## src/rtl/periph_bridge_pkg.sv

```systemverilog
// rtl/periph_bridge_pkg.sv - shared state encoding and address-map constants for periph_bridge
package periph_bridge_pkg;

  typedef enum logic [2:0] {
    ST_IDLE   = 3'd0,
    ST_SETUP  = 3'd1,
    ST_ACCESS = 3'd2,
    ST_DONE   = 3'd3,
    ST_ERR    = 3'd4
  } state_e;

  // daddr bit that selects peripheral space
  localparam int PERIPH_BIT = 9;

  // lowest daddr bit of the slot index
  localparam int SLOT_LSB = 10;

  // Slot index window: wide enough for the largest legal slot count (8), so
  // any index at or beyond NPERIPH is visible to the decoder and rejected
  // instead of aliasing onto a real slot.
  localparam int SLOT_FW = 3;

  // Read data returned to the CPU on a bus error
  localparam logic [31:0] ERR_DATA = 32'hFFFF_FFFF;

endpackage

```

## src/rtl/periph_bridge_timer.sv

```systemverilog
// rtl/periph_bridge_timer.sv - ACCESS-phase timeout counter with terminal-count output
module bridge_timer #(
  parameter int TIMEOUT = 15
) (
  input  logic clk,
  input  logic reset,
  input  logic i_clear,
  input  logic i_enable,
  output logic o_tc
);

  localparam int CW = (TIMEOUT < 2) ? 1 : $clog2(TIMEOUT + 1);

  logic [CW-1:0] r_count;

  // Count enabled cycles since the last clear; clear has priority
  always_ff @(posedge clk or posedge reset) begin
    if (reset) begin
      r_count <= '0;
    end else if (i_clear) begin
      r_count <= '0;
    end else if (i_enable) begin
      r_count <= r_count + CW'(1);
    end
  end

  // The count includes the current enabled cycle, so terminal count fires on
  // the TIMEOUT-th enabled cycle after a clear.
  assign o_tc = i_enable && (r_count == CW'(TIMEOUT - 1));

endmodule

```

## src/rtl/periph_bridge.sv

```systemverilog
// rtl/periph_bridge.sv - CPU data port to multi-slot peripheral bus bridge with timeout
module periph_bridge
  import periph_bridge_pkg::*;
#(
  parameter int NPERIPH = 4,
  parameter int REG_AW  = 2,
  parameter int TIMEOUT = 15
) (
  input  logic                   clk,
  input  logic                   reset,
  input  logic [31:0]            daddr,
  input  logic [31:0]            dwdata,
  input  logic [3:0]             we,
  input  logic                   dre,
  input  logic [31:0]            drdata,
  output logic [31:0]            rdata,
  output logic                   stall,
  output logic                   bus_err,
  output logic [NPERIPH-1:0]     psel,
  output logic                   penable,
  output logic [REG_AW-1:0]      paddr,
  output logic [31:0]            pwdata,
  output logic [3:0]             pwe,
  input  logic [NPERIPH-1:0]     pready,
  input  logic [NPERIPH*32-1:0]  prdata
);

  state_e               r_state;
  state_e               w_next;
  logic [SLOT_FW-1:0]   r_slot;
  logic [REG_AW-1:0]    r_paddr;
  logic [31:0]          r_pwdata;
  logic [3:0]           r_pwe;
  logic [31:0]          r_rdata_q;

  logic                 w_periph;
  logic                 w_req;
  logic [SLOT_FW-1:0]   w_slot;
  logic                 w_slot_ok;
  logic [NPERIPH-1:0]   w_slot_onehot;
  logic [31:0]          w_prdata_sel;
  logic                 w_pready_sel;
  logic                 w_in_access;
  logic                 w_bus_active;
  logic                 w_timer_tc;
  logic                 w_unused_daddr;

  // Only the peripheral flag, slot index and word address matter here;
  // the rest of daddr belongs to the memory side.
  assign w_unused_daddr = ^daddr;

  assign w_periph  = daddr[PERIPH_BIT];
  assign w_req     = w_periph && ((we != 4'b0000) || dre);
  assign w_slot    = daddr[SLOT_LSB +: SLOT_FW];
  assign w_slot_ok = (int'(w_slot) < NPERIPH);

  assign w_in_access  = (r_state == ST_ACCESS);
  assign w_bus_active = (r_state == ST_SETUP) || (r_state == ST_ACCESS);

  // Decode the captured slot into a one-hot select and pick its read data
  always_comb begin
    w_slot_onehot = '0;
    w_prdata_sel  = '0;
    for (int k = 0; k < NPERIPH; k++) begin
      if (r_slot == SLOT_FW'(k)) begin
        w_slot_onehot[k] = 1'b1;
        w_prdata_sel     = prdata[k*32 +: 32];
      end
    end
  end

  // Ready from slots other than the selected one never reaches the FSM
  assign w_pready_sel = |(pready & w_slot_onehot);

  bridge_timer #(
    .TIMEOUT (TIMEOUT)
  ) u_timer (
    .clk      (clk),
    .reset    (reset),
    .i_clear  (!w_in_access),
    .i_enable (w_in_access),
    .o_tc     (w_timer_tc)
  );

  // Next-state selection; ready in the last allowed ACCESS cycle still wins
  always_comb begin
    w_next = r_state;
    case (r_state)
      ST_IDLE: begin
        if (w_req) begin
          w_next = w_slot_ok ? ST_SETUP : ST_ERR;
        end
      end
      ST_SETUP: begin
        w_next = ST_ACCESS;
      end
      ST_ACCESS: begin
        if (w_pready_sel) begin
          w_next = ST_DONE;
        end else if (w_timer_tc) begin
          w_next = ST_ERR;
        end
      end
      ST_DONE: begin
        w_next = ST_IDLE;
      end
      ST_ERR: begin
        w_next = ST_IDLE;
      end
      default: begin
        w_next = ST_IDLE;
      end
    endcase
  end

  // State register; reset abandons any transaction without an error pulse
  always_ff @(posedge clk or posedge reset) begin
    if (reset) begin
      r_state <= ST_IDLE;
    end else begin
      r_state <= w_next;
    end
  end

  // Capture the request when it is accepted in IDLE; held for the whole transfer
  always_ff @(posedge clk or posedge reset) begin
    if (reset) begin
      r_slot   <= '0;
      r_paddr  <= '0;
      r_pwdata <= '0;
      r_pwe    <= '0;
    end else if ((r_state == ST_IDLE) && w_req) begin
      r_slot   <= w_slot;
      r_paddr  <= daddr[2 +: REG_AW];
      r_pwdata <= dwdata;
      r_pwe    <= we;
    end
  end

  // Latch the selected slot's read data on completion, reads and writes alike
  always_ff @(posedge clk or posedge reset) begin
    if (reset) begin
      r_rdata_q <= '0;
    end else if (w_in_access && w_pready_sel) begin
      r_rdata_q <= w_prdata_sel;
    end
  end

  assign paddr   = r_paddr;
  assign pwdata  = r_pwdata;
  assign pwe     = r_pwe;
  assign psel    = w_bus_active ? w_slot_onehot : '0;
  assign penable = w_in_access;
  assign bus_err = (r_state == ST_ERR);
  assign stall   = ((r_state == ST_IDLE) && w_req) || w_bus_active;

  // Return path: completed data in DONE, error pattern in ERR, memory otherwise
  always_comb begin
    rdata = drdata;
    if (r_state == ST_DONE) begin
      rdata = r_rdata_q;
    end else if (r_state == ST_ERR) begin
      rdata = ERR_DATA;
    end
  end

endmodule
```

## config.mk

```make
export PLATFORM = sky130hd
export DESIGN_NAME = periph_bridge
export DESIGN_NICKNAME = d
export VERILOG_FILES = /design/src/rtl/periph_bridge_pkg.sv /design/src/rtl/periph_bridge_timer.sv /design/src/rtl/periph_bridge.sv
export SDC_FILE = /design/constraint.sdc
export NUM_CORES = 1
export LEC_CHECK = 0
export BUFFER_PORTS_ARGS = -buffer_cell sky130_fd_sc_hd__buf_4
export CORE_AREA = 2 2 121 123
export DETAILED_ROUTE_END_ITERATION = 8
export DIE_AREA = 0 0 123 125
export PLACE_DENSITY = 0.64
export SETUP_SLACK_MARGIN = 0.15
export SLEW_MARGIN = 25
export SYNTH_ARGS = -nofsm -noshare
export SYNTH_HDL_FRONTEND = slang
export SYNTH_SLANG_ARGS = --single-unit
```

## constraint.sdc

```tcl
create_clock -name clk -period 3.3 [get_ports clk]
set_input_delay 0.33 -clock clk [delete_from_list [all_inputs] [get_ports clk]]
set_output_delay 0.33 -clock clk [all_outputs]
set_load 0.03 [all_outputs]
```

# --- Word level (Yosys, flattened, before mapping) ---
# Index checks and enable logic that the tools add are counted.
totals:
  register_bits: 80
  latch_bits: 0
  mem_bits_rw: 0
  mem_bits_ro: 0
  inputBits: 235
  out_inout_bits: 77
  elab_cells: 49
  memories: 0
op_classes:
  n_addsub: 1
  mul: 0
  div: 0
  n_lt_le_gt_ge: 1
  eq_ne: 10
  shifts: 0
  n_mux: 17
  bitwise_logic: 1
  n_reduce_logical: 12
ops:
  columns: ["op", "count"]
  rows:
  - ["2-to-1 mux 32 bit", 6]
  - ["== test 3 x 2 -> 1 bit, second input constant", 4]
  - ["2-to-1 mux 3 bit", 4]
  - ["one-hot mux 3 bit (3 select lines)", 1]
  - ["2-to-1 mux 4 bit", 2]
  - ["== test 3 x 1 -> 1 bit, second input constant", 2]
  - ["logical NOT 3 bit", 2]
  - ["adder 4 x 1 -> 4 bit, second input constant", 1]
  - ["AND 4 bit", 1]
  - ["== test 4 bit, second input constant", 1]
  - ["logical AND 1 bit", 4]
  - ["2-to-1 mux 1 bit", 4]
  - ["nonzero test 4 bit", 1]
  - ["OR reduction 4 bit", 1]
  - ["== test 3 bit, second input constant", 1]
  - ["logical OR 1 bit", 3]
  - ["< comparator 3 bit, second input constant", 1]
  - ["inequality test 3 bit, second input constant", 1]
  - ["inequality test 2 bit, second input constant", 1]
  - ["AND reduction 2 bit", 1]

# --- Logic depth before layout (Yosys ltp) ---
depth:
  word_depth: 6
  depth_mapped: 7
  ltp_nobuf: 5

# --- Cells and area by module ---
# A second synthesis with hierarchy kept.
hier_totals:
  cells_unflattened: 328
  hier_area_um2: 4867.2
modules_own_cells:
  columns: ["mod", "instances", "cells_per_inst", "area_each_um2", "seq_area_each_um2"]
  rows:
  - ["periph_bridge", 1, 307, 4640.7, 1901.8]
  - ["bridge_timer", 1, 21, 226.5, 100.1]

# --- Least setup slack after synthesis ---
# Ideal clock, no wire load.
synth_timing:
  path_type: "register to output"
  startpoint: "register r_state[1]"
  endpoint: "output psel[1]"
  arrival_ns: 1.775
  required_time_ns: 2.970
  path_slack_ns: 1.195
  path_stages_with_launch: 5
  n_path_buf: 1
  path_cell_list: "dfrtp_1 -> clkbuf_1 -> xnor2_1 -> or3_1 -> nor3b_1"
synth_between:
  elab_chain_len: 3
  word_cells_on_any_way: 4
  classes_between: "2 x eq/ne; 1 x mux; 1 x reduce/logical"
synth_rtl:
  columns: ["item", "line", "source"]
  rows:
  - ["start, declared", "periph_bridge.sv:28", "state_e r_state;"]
  - ["start signal, assigned", "periph_bridge.sv:121", "r_state <= w_next;"]
  - ["== test 3 x 1 -> 1 bit / == test 3 x 2 -> 1 bit (equally long branches)", "periph_bridge.sv:58", "assign w_bus_active = (r_state == ST_SETUP) || (r_state == ST_ACCESS);"]
  - ["logical OR 1 bit (*)", "periph_bridge.sv:58", null]
  - ["2-to-1 mux 4 bit (*)", "periph_bridge.sv:152", "assign psel = w_bus_active ? w_slot_onehot : '0;"]
  - ["end, declared", "periph_bridge.sv:19", "output logic [NPERIPH-1:0] psel,"]
# Mark *: on every way between the ends. The rest lies on a longest branch, timed or not.

# --- Worst setup path after layout ---
layout_timing:
  startpoint: "register r_state[2]"
  endpoint: "output rdata[13]"
layout_between:
  elab_chain_len: 3
  word_cells_on_any_way: 4
  classes_between: "2 x eq/ne; 2 x mux"
layout_rtl:
  columns: ["item", "line", "source"]
  rows:
  - ["== test 3 bit", "periph_bridge.sv:162", "end else if (r_state == ST_ERR) begin"]
  - ["2-to-1 mux 32 bit", "periph_bridge.sv:162", null]
  - ["2-to-1 mux 32 bit (*)", "periph_bridge.sv:160", "if (r_state == ST_DONE) begin"]
  - ["end, declared", "periph_bridge.sv:16", "output logic [31:0] rdata,"]
# Marks and branches as above.

==> results.yml <==
status:
  status: "completed"
finish:
  final_cell_area_um2: 7220
  multi_input_area_um2: 2430
  nFillCells: 1303
  layout-drive-gt1-share_pct: 61.2
  fin_util_pct: 50.8
  nets: 869
  seq_area_um2: 2000
  syn2layout_area_growth_pct: 54.4
yosys:
  synth_area_um2: 4670
  yosys_warnings: 0
  syn-num-nets: 599
  ys.flop_type: "dfrtp_1"
  yosys.area.top_type: "dfrtp_1"
  synthSimpleGateAreaFrac_pct: 7.74
  yosys-top-cells-area: "dfrtp_1 (43%), mux4_2 (15%), mux2_4 (13%)"
  synth_cells: 362
  synth_compound_area_share_pct: 14.1
  synth_edf_count: 0
  synthMuxAreaShare_pct: 29.0
  synth-xor-area-share_pct: 0.562
  syn_area_per_cell_um2: 12.9
  synth_fa_ha_area_share_pct: 0.536
  synthMostInstantiatedCell: "dfrtp_1"
  ys_types: 38
  yosysTopAreaCellShare_pct: 42.8
  ys_ff_latch: 80
  synth_top_family_by_area: "multiplexers"
  yosysSeqAreaShare_pct: 42.8
  ys_top_cells_by_count: "dfrtp_1 (80), mux2_4 (40), nand2b_1 (34), o21ai_1 (33)"
  synth-async-reset-ratio_pct: 100
placed_design:
  placed_area_um2: 6880
  io_buffers: 285
  gp_congestion: 0.785
  hpwl_mm: 11.3
sta:
  finalHoldViolCount: 0
  setup_viol: 0
  fmax_mhz: 412
  fin_setup_tns_ns: 0
  finalCriticalPeriod_ns: 2.43
  rsz0062_at_grt: "no"
  fin_skew_ns: 0.00591
  max-slew-margin-rel_pct: 47.5
  max_slew.worst_pin.slew_ns: 0.787
  maxSlewViolCount: 0
  period_share_pct: 73.6
global_routing:
  grt_pass1_wl_mm: 23.1
  globalRouteTotalUtil_pct: 19.2
  grt_pass1_vias: 4427
  grt_max_degree: 61
  gr-total-overflow: 0
  antenna_found_initial: 1
routing:
  wl_mm: 14.6
  via_count: 4042
  post_drt_wl_per_cell_um: 17.7
  viasPerCell: 4.92
  antenna_left: 0
  route.detailed.drc: 0
  drt_iter0_drc: 95
  firstDrtPassIters: 4
clocking:
  cts_buffer_depth: 2
  clock_sinks: 80
  cts_tree: "yes"
  cts_hold_buf: 0
  cts_resized: 0
  h-tree-depth: 3
  numCtsBuffers: 9
  ctsRootBufferMaster: "clkbuf_16"
  clk_pin_slew_ns: 0.06
  clk_latency_ns: 0.33
  post_cts_buffers: 0
power_and_ir_drop:
  p_per_area_nw_per_um2: 943
  fin_total_pwr_w: 0.00680
  ir_worst_vdd_uv: 338
  power_leakage_nw: 3.47
critical_path:
  r2r_end: "r_rdata_q[10]"
  r2r_setup_slack_ns: 1.09
  arrival_ns: 2.10
  worstReg2RegStart: "r_slot[2]"
  critPathRequiredTime_ns: 2.97
  worstPathMaxFanout: 33
  worstSetupEndpointType: "output port"
  crit_type: "reg -> out"
  critPathLaunchType: "flop"
  reg2reg_depth: 5
die:
  ios: 312
  rows: 44
  initial_core_util_pct: 32.9
  die-height_um: 125
  die_w_um: 123
  fp.coreArea_um2: 14200
  die-area_um2: 15400
run:
  maxCapViolCount: 0
worst_hold_path:
  hp-class: "in -> async"
-- logic make-up after synthesis --
family / after synthesis
AOI/OAI and AO/OA: 103
DFF: 80
muxes: 75
and+or+nand+nor: 61
buffers and inverters: 38
xor gates and xnor gates: 3
adders and majority gates: 2
-- power by group --
part / total (W) / switching, W / internal (W)
logic: 0.00392 / 0.00203 / 0.00189
clock network: 0.00109 / 0.000402 / 0.000686
registers: 0.00180 / 0.000378 / 0.00142
total: 0.00680 / 0.00281 / 0.00399
-- per-layer routing --
layer	global-route usage [%]	wire, um	vias up
li1	-	-	1904
met1	23.1	5730	1953
met2	34.0	7470	175
met3	4.93	1130	10
met4	4.81	225	0
met5	0	0	-
-- placed cells by master, fill, tap and decap left out, types with 2 or more instances in the layout --
cell type     n
buf_4       294
dfrtp_1      78
mux2_4       40
nand2b_1     34
o21ai_1      33
mux4_2       32
o22a_1       32
o21ai_0      31
clkbuf_16     9
nor2_1        8
nor3_1        3
nor2b_1       2
mux2_1        2
and3_1        2
xnor2_1       2
nand2_1       2
inv_1         2
nand3_1       2
ha_1          2
clkinvlp_4    2
clkinv_4      2
bufinv_16     2
dfrtp_2       2
-- sequential cells by signal, summed over array words and instances (netlist names) --
register         count
paddr                2
pwdata              32
pwe                  4
r_rdata_q           32
r_slot               3
r_state              3
u_timer.r_count      4
-- stage by stage --
stage	hold slack, ns	instances	setup WS, ns
2_1_floorplan	0.454	362	0.918
3_3_place_gp	0.465	805	0.892
3_5_place_dp	0.477	805	0.855
4_1_cts	0.210	821	0.830
5_1_grt	0.202	822	0.705
6_report	0.128	822	0.870
-- how the worst max path moves through the flow --
stage | start | end | slack [ns]
2_1_floorplan | reset | paddr[0] | 0.92
3_3_place_gp | we[0] | pwdata[23] | 0.89
3_5_place_dp | we[0] | pwdata[23] | 0.86
4_1_cts | r_slot[2] | psel[1] | 0.83
5_1_grt | r_slot[2] | psel[1] | 0.71
6_report | r_state[2] | rdata[13] | 0.87
-- layout make-up --
class | instances | area share [%]
Tap cell | 184 | 3.19
Antenna cell | 1 | 0.0347
Clock buffer | 10 | 3.31
Inverter | 3 | 0.191
Clock inverter | 6 | 1.28
Timing Repair Buffer | 294 | 30.6
Multi-Input combinational cell | 244 | 33.6
Sequential cell | 80 | 27.8
-- worst max-delay path: stages, from the launching register on --
cell and delay [ns]:
dfrtp_1 0.46, nand3b_1 0.20, buf_4 0.26, nand2b_1 0.11
buf_4 0.34, o22a_1 0.23, buf_4 0.16
No activity file was read; power rests on OpenSTA's default activity.
